File: src/rtl/score_pkg.sv
// score_pkg: shared glyph geometry, BCD digit type and score FSM states
package score_pkg;
  localparam int GLYPH_W = 16;
  localparam int GLYPH_H = 32;
  typedef logic [3:0] bcd_t;
  typedef enum logic [1:0] {IDLE, ADD, CARRY, ACK} score_state_t;
endpackage

File: src/rtl/bcd_digit_inc.sv
// bcd_digit_inc: one BCD digit plus addend plus carry-in
//   d, addend : BCD inputs (0..9)
//   cin       : carry in
//   sum       : (d + addend + cin) mod 10
//   cout      : carry out (raw sum > 9)
module bcd_digit_inc
  import score_pkg::*;
(
  input  bcd_t d,
  input  bcd_t addend,
  input  logic cin,
  output bcd_t sum,
  output logic cout
);
  logic [4:0] raw;
  always_comb begin
    raw = 5'(d) + 5'(addend) + 5'(cin);
    cout = raw > 5'd9;
    sum = cout ? 4'(raw - 5'd10) : raw[3:0];
  end
endmodule

File: src/rtl/score_display_ctrl.sv
// score_display_ctrl: BCD score keeper and per-pixel digit renderer for the glyph lookup
//   clk, reset              : clock, synchronous active-high reset
//   addReq/addValue/addAck  : add handshake (value clamped to 9), ack pulses on commit
//   clearReq                : zero score and overflow, abort any add
//   startOfFrame            : latches score into the display copy
//   pixelX, pixelY          : current pixel
//   digit, offsetX, offsetY : glyph lookup request, one cycle after the pixel
//   insideRectangle         : pixel hits a visible (unblanked, unblinked) digit cell
//   busy, overflow          : FSM not idle, sticky carry-out of the top digit
module score_display_ctrl
  import score_pkg::*;
#(
  parameter int          DIGITS       = 4,
  parameter logic [10:0] ORIGIN_X     = 11'd16,
  parameter logic [10:0] ORIGIN_Y     = 11'd16,
  parameter int          BLINK_FRAMES = 16
) (
  input  logic        clk,
  input  logic        reset,
  input  logic [10:0] pixelX,
  input  logic [10:0] pixelY,
  input  logic        startOfFrame,
  input  logic        addReq,
  input  logic [3:0]  addValue,
  input  logic        clearReq,
  output logic        addAck,
  output logic        busy,
  output logic        overflow,
  output logic [3:0]  digit,
  output logic [10:0] offsetX,
  output logic [10:0] offsetY,
  output logic        insideRectangle
);
  localparam int IW = DIGITS > 1 ? $clog2(DIGITS) : 1;
  localparam int RW = IW + 4;
  localparam int FW = BLINK_FRAMES > 1 ? $clog2(BLINK_FRAMES) : 1;

  score_state_t state, state_nx;
  bcd_t [DIGITS-1:0] score, disp;
  bcd_t addend, inc_sum;
  logic [IW-1:0] idx, pos;
  logic inc_cout, at_top;
  logic [FW-1:0] frame_cnt;
  logic phase;
  logic [RW-1:0] rel_x;
  logic [4:0] rel_y;
  logic in_rect, acc, show;
  logic [DIGITS-1:0] lead;

  // ADD feeds the latched addend into digit 0; CARRY feeds +1 into digit idx
  bcd_digit_inc u_inc (
    .d     (score[idx]),
    .addend(state == ADD ? addend : 4'd0),
    .cin   (state == CARRY),
    .sum   (inc_sum),
    .cout  (inc_cout)
  );

  always_comb begin
    at_top = idx == IW'(DIGITS - 1);
    addAck = state == ACK;
    busy = state != IDLE;
    state_nx = IDLE;
    if (!clearReq)
      case (state)
        IDLE:    state_nx = addReq ? ADD : IDLE;
        ADD:     state_nx = inc_cout && DIGITS > 1 ? CARRY : ACK;
        CARRY:   state_nx = inc_cout && !at_top ? CARRY : ACK;
        default: state_nx = IDLE;
      endcase
  end

  always_ff @(posedge clk) begin
    if (reset) begin
      state <= IDLE;
      score <= '0;
      overflow <= 1'b0;
      addend <= '0;
      idx <= '0;
    end else begin
      state <= state_nx;
      if (clearReq) begin
        score <= '0;
        overflow <= 1'b0;
      end else begin
        if (state == IDLE && addReq) begin
          addend <= addValue > 4'd9 ? 4'd9 : addValue;
          idx <= '0;
        end
        if (state == ADD || state == CARRY) score[idx] <= inc_sum;
        if (state == ADD) idx <= IW'(1);
        if (state == CARRY && inc_cout && !at_top) idx <= idx + 1'b1;
        if (inc_cout && ((state == CARRY && at_top) || (state == ADD && DIGITS == 1))) overflow <= 1'b1;
      end
    end
  end

  // Tear-free: the renderer only ever sees the copy taken at frame start
  always_ff @(posedge clk) begin
    if (reset) disp <= '0;
    else if (startOfFrame) disp <= score;
  end

  always_ff @(posedge clk) begin
    if (reset || clearReq || !overflow) begin
      frame_cnt <= '0;
      phase <= 1'b0;
    end else if (startOfFrame) begin
      frame_cnt <= frame_cnt == FW'(BLINK_FRAMES - 1) ? '0 : frame_cnt + 1'b1;
      phase <= frame_cnt == FW'(BLINK_FRAMES - 1) ? ~phase : phase;
    end
  end

  always_comb begin
    rel_x = RW'(pixelX - ORIGIN_X);
    rel_y = 5'(pixelY - ORIGIN_Y);
    in_rect = pixelX >= ORIGIN_X && {1'b0, pixelX} < {1'b0, ORIGIN_X} + 12'(GLYPH_W * DIGITS) &&
              pixelY >= ORIGIN_Y && {1'b0, pixelY} < {1'b0, ORIGIN_Y} + 12'(GLYPH_H);
    // leftmost cell holds the most significant digit
    pos = IW'(DIGITS - 1) - rel_x[RW-1:4];
    // lead[i]: digit i or a more significant one is non-zero
    acc = 1'b0;
    lead = '0;
    for (int i = DIGITS - 1; i >= 0; i--) begin
      acc = acc || disp[i] != 4'd0;
      lead[i] = acc;
    end
    show = in_rect && (lead[pos] || pos == '0) && !phase;
  end

  always_ff @(posedge clk) begin
    if (reset) begin
      digit <= '0;
      offsetX <= '0;
      offsetY <= '0;
      insideRectangle <= 1'b0;
    end else begin
      digit <= disp[pos];
      offsetX <= {7'd0, rel_x[3:0]};
      offsetY <= {6'd0, rel_y};
      insideRectangle <= show;
    end
  end
endmodule

File: config.mk
export PLATFORM = sky130hd
export DESIGN_NAME = score_display_ctrl
export DESIGN_NICKNAME = d
export VERILOG_FILES = /design/src/rtl/score_pkg.sv /design/src/rtl/bcd_digit_inc.sv /design/src/rtl/score_display_ctrl.sv
export SDC_FILE = /design/constraint.sdc
export NUM_CORES = 1
export LEC_CHECK = 0
export CORE_UTILIZATION = 50
export CTS_BUF_LIST = sky130_fd_sc_hd__clkbuf_8
export CTS_CLUSTER_DIAMETER = 50
export DETAILED_ROUTE_END_ITERATION = 10
export HOLD_SLACK_MARGIN = 0.02
export PLACE_DENSITY = 0.78
export SYNTH_ARGS = -nofsm -noshare
export SYNTH_HDL_FRONTEND = slang
export SYNTH_SLANG_ARGS = --single-unit
File: constraint.sdc
create_clock -name clk -period 10.1 [get_ports clk]
set_clock_uncertainty 0.05 [all_clocks]
set_input_delay 2.02 -clock clk [delete_from_list [all_inputs] [get_ports clk]]
set_output_delay 2.02 -clock clk [all_outputs]
set_load 0.1 [all_outputs]
==> results.toml, run 1 <==
[floorplan]
core_area_um2 = 5890
dieHeight_um = 80.1
io_pins = 61
die_area_um2 = 6420
initial_core_util_pct = 51.8
placement_rows = 28
die_w_um = 80.1

[placed_design]
gp_congestion = 0.806
port_buffers = 47
dp_hpwl_um = 4800
dp_cells = 426

[worst_setup_path]
reg2reg_setup_slack_ps = 6110
crit_fanout = 3
critPathBufInv = 3
critical_path_depth = 4
arrival_ps = 2130
slowest_delay_ps = 1110
crit_family = "buffers and inverters"
r2r-end = "score[7]"
cp_slowest_cell = "clkdlybuf4s50_1"
required_ps = 8030
start_kind = "flip-flop"
crit_start = "state[0]"
critPathKind = "reg2out"
rr_startpoint = "idx[0]"
critPathCapture = "busy"
crit_chain = "inv_1 -> ha_1 -> inv_1 -> clkdlybuf4s50_1"
worstSetupEndpointType = "primary output"
rr_worst_depth = 9
worst_path_most_repeated_cell = "inv_1"

[layout]
num_antenna_cells = 0
instances_no_fill = 442
nNetsFinal = 410
area_growth_pct = 21.6
nFillCells = 487
drive_above_1_share_pct = 9.54

[synth]
synth.most_common_cell = "dfxtp_1"
synth_area_leaders = "dfxtp_1 39%, ha_1 6.2%, mux2i_1 5.9%, mux4_2 5.9%, a21oi_1 4.1%"
ys_types = 49
yosys-top-cells-count = "60 x dfxtp_1, 33 x nor2_1, 25 x a21oi_1, 18 x mux2i_1, 17 x nand3_1"
yosysTopAreaCellShare_pct = 39.4
synth_top_flop_cell = "dfxtp_1"
synth_edf_count = 0
yosys_warnings = 0
syn_area_um2 = 3050
synth-seq-cells = 60
yosysTopAreaCell = "dfxtp_1"
async_flop_share_pct = 0
yosysSeqAreaShare_pct = 39.4
synth.avg_cell_area_um2 = 9.53
syn_inst = 320

[route]
dr.pass1.iters = 4
via_count = 2489
viasPerCell = 5.63
ant_nets = 0
post_drt_wl_per_cell_um = 15.0
drc_errors = 0
initialDrtViolationCount = 154
drt-total-wl_um = 6630

[clock_tree]
h-tree-depth = 3
cts_made_buffers = 9
cts_tree = "built"
cts_resized = 0
clk_latency_ps = 330
clk_path_buf_depth = 2
cts_root_buffer = "clkbuf_8"
clkSlewWorstSetupHoldPaths_ps = 70
cts.sinks = 60
post_cts_buffers = 0
ctsHoldBuffers = 0

[sta]
fmax_mhz = 238
relSlewSlack_pct = 23.7
hold_viol = 0
finalCriticalPeriod_ps = 4200
final_max_slew_viol_count = 0
rsz0062_at_grt = "no"
tightest_slew_ps = 1140
fin_crit_sh_pct = 41.6
finalSetupViolCount = 0
final.setup.tns_ps = 0

[power_and_ir_drop]
switching_share_pct = 28.0
p_switching_mw = 0.151
p_per_area_nw_per_um2 = 146
seqPwrFrac_pct = 44.8
power.share.clock_pct = 40.0
power_frac_comb_pct = 15.3
leakage_nw = 1.40
vdd_drop_max_mv = 0.101
internal-power_mw = 0.389

[global_routing]
grt_pass1_wl_um = 10900
grt_pass1_vias = 2306
grtUsageTotal_pct = 22.5
grt_max_degree = 40
grt-ovfl-total = 0
antenna_found_initial = 0

[run_status]
status = "completed"

[min_path]
hold_class = "reg2reg"

[job]
max_cap_violations = 0
==> power groups by stage <==
stage	logic, mW	clock network, mW	registers, mW
finish	0.0825	0.216	0.242
global route	0.0868	0.232	0.242
CTS	0.0824	0.221	0.242
detailed placement	0.0823	0	0.247
global placement	0.0811	0	0.247
floorplan	0.0511	0	0.260
==> worst min-delay path by stage <==
stage                     startpoint  cells after the start         to
after floorplan            addend[1]                      2  addend[1]
after global placement     addend[1]                      2  addend[1]
after detailed placement    score[8]                      2   score[8]
after CTS                   score[8]                      2   score[8]
after global routing       addend[1]                      2  addend[1]
final                      addend[1]                      2  addend[1]
==> routing by layer <==
layer	up-vias	global-route usage (%)	wire, um
li1	1219	-	-
met1	1176	29.3	3060
met2	81	34.9	3080
met3	13	5.91	343
met4	0	10.0	154
met5	-	0	0
==> stage by stage <==
step | power (mW) | setup slack [ps] | hold slack (ps) | util (%) | instance area, um2
after CTS | 0.545 | 5880 | 427 | 63.0 | 3710
after global routing | 0.561 | 5810 | 455 | 63.0 | 3710
after global placement | 0.328 | 6090 | 412 | 59.6 | 3510
after detailed placement | 0.330 | 5950 | 418 | 59.6 | 3510
after floorplan | 0.312 | 6530 | 395 | - | 3100
final | 0.541 | 5900 | 424 | 63.0 | 3710
==> cell families (layout without fill, tap and decap cells) <==
logic type / count (synthesis) / count (layout) / share of synthesized area [%]
DFF: 60 / 60 / 39.4
xor gates and xnor gates: 4 / 4 / 1.39
and+or+nand+nor: 103 / 103 / 16.8
AOI/OAI and AO/OA: 70 / 70 / 16.6
adders and majority gates: 17 / 17 / 7.47
muxes: 26 / 26 / 11.8
other: 1 / 13 / 0.123
buffers and inverters: 39 / 74 / 6.48
==> sequential cells by signal, summed over array words and instances (netlist names) <==
| name | cells |
|---|---|
| score | 16 |
| overflow | 1 |
| idx | 2 |
| digit | 4 |
| state | 2 |
| offsetX | 4 |
| disp | 16 |
| offsetY | 5 |
| addend | 4 |
| insideRectangle | 1 |
| frame_cnt | 4 |
| phase | 1 |
==> tightest hold or removal path: cells and delay by family, from the launching register on <==
kind | cells | cell delay [ps]
flops | 1 | 310
compound gates | 2 | 120
==> placed cells by master (no fill, tap or decap), drive strengths merged, types with 3 or more instances in the layout <==
cell | netlist | routed
mux4 | 8 | 8
a21o | 3 | 3
nor2 | 33 | 33
a21oi | 25 | 25
a31oi | 3 | 3
inv | 10 | 11
clkbuf | 10 | 11
nor3 | 4 | 4
and2 | 4 | 4
conb | 1 | 13
ha | 15 | 15
nand2 | 14 | 14
nor4 | 7 | 7
o21ai | 12 | 12
nor2b | 12 | 12
clkdlybuf4s50 | 0 | 47
nand3 | 17 | 17
nand3b | 4 | 4
xor2 | 3 | 3
a311oi | 9 | 9
a22oi | 4 | 4
mux2i | 18 | 18
dfxtp | 60 | 60
==> cell type report <==
class | count | area [um2] | area share (%)
Clock buffer | 11 | 151 | 4.08
Clock inverter | 5 | 51.3 | 1.38
Inverter | 10 | 37.5 | 1.01
Multi-Input combinational cell | 233 | 1700 | 45.7
Sequential cell | 60 | 1200 | 32.4
Tap cell | 75 | 93.8 | 2.53
Timing Repair Buffer | 48 | 478 | 12.9
Note: power is estimated with default switching activity, not from simulation.
==> run 2, diff against run 1 <==
Settings changed: CORE_UTILIZATION 50 to 48.
Clock period 10.1 ns to 3.8 ns, I/O delays scaled along.
==> results.toml, run 2 (synthesis gave the netlist of run 1 again) <==
[sta]
final.setup.tns_ps = 0
finalSetupViolCount = 0
tightest_slew_ps = 970
rsz0062_at_grt = "no"
final_max_slew_viol_count = 0
relSlewSlack_pct = 35.2
fmax_mhz = 289
finalCriticalPeriod_ps = 3460
hold_viol = 0
fin_crit_sh_pct = 91.0

[worst_setup_path]
rr_worst_depth = 11
critPathKind = "reg2reg"
rr_startpoint = "state[1]"
crit_fanout = 8
reg2reg_setup_slack_ps = 340
r2r-end = "score[3]"
start_kind = "flip-flop"
required_ps = 3940
worstSetupEndpointType = "flip-flop"
arrival_ps = 3590

[placed_design]
dp_hpwl_um = 4780
gp_congestion = 0.878
port_buffers = 47

[global_routing]
grt_pass1_vias = 2199
antenna_found_initial = 0
grtUsageTotal_pct = 21.6
grt-ovfl-total = 0
grt_pass1_wl_um = 10700
grt_max_degree = 40

[layout]
fin_util_pct = 61.5
num_antenna_cells = 0
nFillCells = 498
layout_commonest_cell = "dfxtp_1"
nNetsFinal = 414
drive_above_1_share_pct = 10.3
area_growth_pct = 21.4
largest_registers = "disp: 16 flops, score: 16 flops, offsetY: 5 flops"
final_cell_mix = "60 x dfxtp_1, 46 x clkdlybuf4s50_1, 33 x nor2_1, 25 x a21oi_1, 18 x mux2i_1"

[floorplan]
die_area_um2 = 6680
placement_rows = 28
die_w_um = 81.7
initial_core_util_pct = 50.6
core_area_um2 = 6030
dieHeight_um = 81.7
io_pins = 61

[route]
drc_errors = 0
dr_wl_met2_um = 3100
drt-total-wl_um = 6490
ant_nets = 0
post_drt_wl_per_cell_um = 14.6
initialDrtViolationCount = 158
viasPerCell = 5.67
route.top_layer_used = "met4"
dr.pass1.iters = 5
via_count = 2523
wl_met1_um = 2950
wl_met3_um = 366

[min_path]
whs_endpoint = "score[6]"
min_path_cells = 2
hold_class = "reg2reg"
hp-start = "score[6]"

[clock_tree]
cts_made_buffers = 9
clk_latency_ps = 340
post_cts_buffers = 0
cts_tree = "built"
cts_root_buffer = "clkbuf_8"
cts.sinks = 60
ctsHoldBuffers = 0
clkSlewWorstSetupHoldPaths_ps = 70
cts_resized = 0
clk_path_buf_depth = 2
h-tree-depth = 3

[power_and_ir_drop]
vdd_drop_max_mv = 0.286
p_per_area_nw_per_um2 = 367
power_mw = 1.36
leakage_nw = 1.42

[job]
max_cap_violations = 0

[run_status]
status = "completed"
[run 2: area by class of cell]
type / instances / area [um2] / share of cell area, %
clock inverter: 4 / 17.5 / 0.473
clock buffer: 11 / 151 / 4.09
tap: 75 / 93.8 / 2.53
timing repair buffer: 52 / 505 / 13.6
sequential: 60 / 1200 / 32.4
multi-input combinational: 233 / 1700 / 45.8
inverter: 10 / 37.5 / 1.01
[run 2: worst max-delay path by stage]
stage / cells after the start / from / endpoint / slack [ps]
after floorplan: 11 / idx[0] / idx[0] / 230
after global placement: 9 / idx[0] / score[11] / 450
after detailed placement: 11 / state[1] / score[11] / 380
after CTS: 11 / state[1] / score[11] / 360
after global routing: 11 / state[1] / score[15] / 150
final: 11 / state[1] / score[3] / 340
[run 2: stage by stage]
stage	instances	worst slack [ps]	hold slack, ps	area [um2]
finish	445	343	434	3700
global route	445	146	448	3700
CTS	445	357	435	3700
detailed placement	430	377	423	3530
global placement	430	447	413	3530
floorplan	332	231	395	3100
[run 2: worst max-delay path, stage by stage, from the launching register on]
cell	delay, ps
dfxtp_1	360
inv_1	70
ha_1	260
and2_1	210
fa_1	440
fa_1	440
xnor2_2	210
ha_1	290
a31oi_4	280
nor2_1	80
o41ai_2	440
a311oi_1	160
[run 2: report_power, final]
| part | switching [mW] | internal (mW) |
|---|---|---|
| registers | 0.00416 | 0.638 |
| clock network | 0.235 | 0.261 |
| logic | 0.156 | 0.0632 |
| total | 0.395 | 0.963 |
[run 2: metal layers]
metal | GRT usage (%) | vias to the layer above
li1 | - | 1229
met1 | 28.7 | 1187
met2 | 32.8 | 95
met3 | 5.78 | 12
met4 | 9.47 | 0
met5 | 0 | -
==> run 3, diff against run 2 <==
Settings changed: SETUP_SLACK_MARGIN from default to 0.4.
==> results.toml, run 3 (synthesis gave the netlist of run 1 again) <==
[clock_tree]
cts.sinks = 60
cts_made_buffers = 9
h-tree-depth = 3
clkSlewWorstSetupHoldPaths_ps = 70
ctsHoldBuffers = 0
cts_tree = "built"
cts_root_buffer = "clkbuf_8"
clk_latency_ps = 340
clk_path_buf_depth = 2

[global_routing]
antenna_found_initial = 0
grt_pass1_wl_um = 10800
grt_pass1_vias = 2188
grtUsageTotal_pct = 21.4
grt-ovfl-total = 0
grt_max_degree = 33

[power_and_ir_drop]
vdd_drop_max_mv = 0.276
leakage_nw = 1.42
p_per_area_nw_per_um2 = 366

[worst_setup_path]
worstSetupEndpointType = "flip-flop"
arrival_ps = 3420
required_ps = 3920
start_kind = "flip-flop"
critPathKind = "reg2reg"
crit_fanout = 5

[route]
drt-total-wl_um = 6840
ant_nets = 0
initialDrtViolationCount = 242
via_count = 2525
viasPerCell = 5.67
drc_errors = 0
post_drt_wl_per_cell_um = 15.4
dr.pass1.iters = 4

[floorplan]
io_pins = 61
core_area_um2 = 6030
dieHeight_um = 81.7
die_w_um = 81.7
placement_rows = 28
die_area_um2 = 6680
initial_core_util_pct = 50.6

[layout]
final_cell_mix = "60 x dfxtp_1, 45 x clkdlybuf4s50_1, 33 x nor2_1, 25 x a21oi_1, 18 x mux2i_1"
largest_registers = "disp: 16 flops, score: 16 flops, offsetY: 5 flops"
nNetsFinal = 415
num_antenna_cells = 0
area_growth_pct = 23.0
fin_area_um2 = 3750
drive_above_1_share_pct = 12.4
layout_commonest_cell = "dfxtp_1"

[sta]
fmax_mhz = 304
relSlewSlack_pct = 34.8
final.setup.tns_ps = 0
finalSetupViolCount = 0
rsz0062_at_grt = "no"
finalCriticalPeriod_ps = 3290
tightest_slew_ps = 975
hold_viol = 0
fin_crit_sh_pct = 86.6
final_max_slew_viol_count = 0

[placed_design]
placed_cell_area_um2 = 3530
port_buffers = 47
dp_hpwl_um = 4970
gp_congestion = 0.860

[min_path]
hold_class = "reg2reg"

[job]
max_cap_violations = 0

[run_status]
status = "completed"
[run 3: cell types whose count changed in the layout (fill, tap and decap cells not counted), sizes merged]
cell           previous run  this run
buf                       6         8
clkbuf                   11        12
clkdlybuf4s50            46        45
inv                      12        10
[run 3: where the power goes]
group | total, mW | switching, mW | leakage, nW | internal [mW]
registers | 0.643 | 0.00440 | 0.486 | 0.638
clock network | 0.509 | 0.229 | 0.0941 | 0.280
logic | 0.222 | 0.158 | 0.835 | 0.0645
[run 3: path summary, 6_finish.rpt]
kind / start / to / slack, ps / cells after the start
hold / removal: score[12] / score[12] / 420 / 2
hold reg to reg: score[12] / score[12] / 420 / 2
setup reg to reg: idx[0] / score[3] / 510 / 9
setup / recovery: idx[0] / score[3] / 510 / 9
[run 3: critical path, cell delays in order, from the launching register on]
cell	delay (ps)
dfxtp_1	350
mux4_2	540
fa_2	390
fa_2	540
inv_1	110
ha_4	210
a31oi_4	200
nor2_1	100
o41ai_4	500
a311oi_1	150
[run 3: area by class of cell]
cell class	count	area [um2]
Clock inverter	2	10.0
Sequential cell	60	1200
Timing Repair Buffer	53	510
Tap cell	75	93.8
Clock buffer	12	165
Fill cell	498	2270
Inverter	10	37.5
Multi-Input combinational cell	233	1730
[run 3: layer usage]
layer	GRT usage (%)	wire length [um]
met4	9.82	132
met3	3.78	327
met2	33.6	3340
met5	0	0
met1	28.3	3050
[run 3: metrics by stage]
stage	cells	utilization, %	setup slack (ps)	hold WS (ps)	total power [mW]
detailed placement	430	58.7	418	417	0.875
global placement	430	58.7	532	411	0.873
CTS	444	61.8	448	424	1.38
floorplan	332	-	431	395	0.828
global route	445	62.3	393	442	1.42
finish	445	62.3	508	424	1.37
[run 3: timing repair]
item                                    in CTS  in global routing
pin swaps                                    0                  1
resized for setup                            1                  5
hold endpoints to repair                     0                  0
endpoints found under the setup margin       4                 13
setup buffers                                0                  1
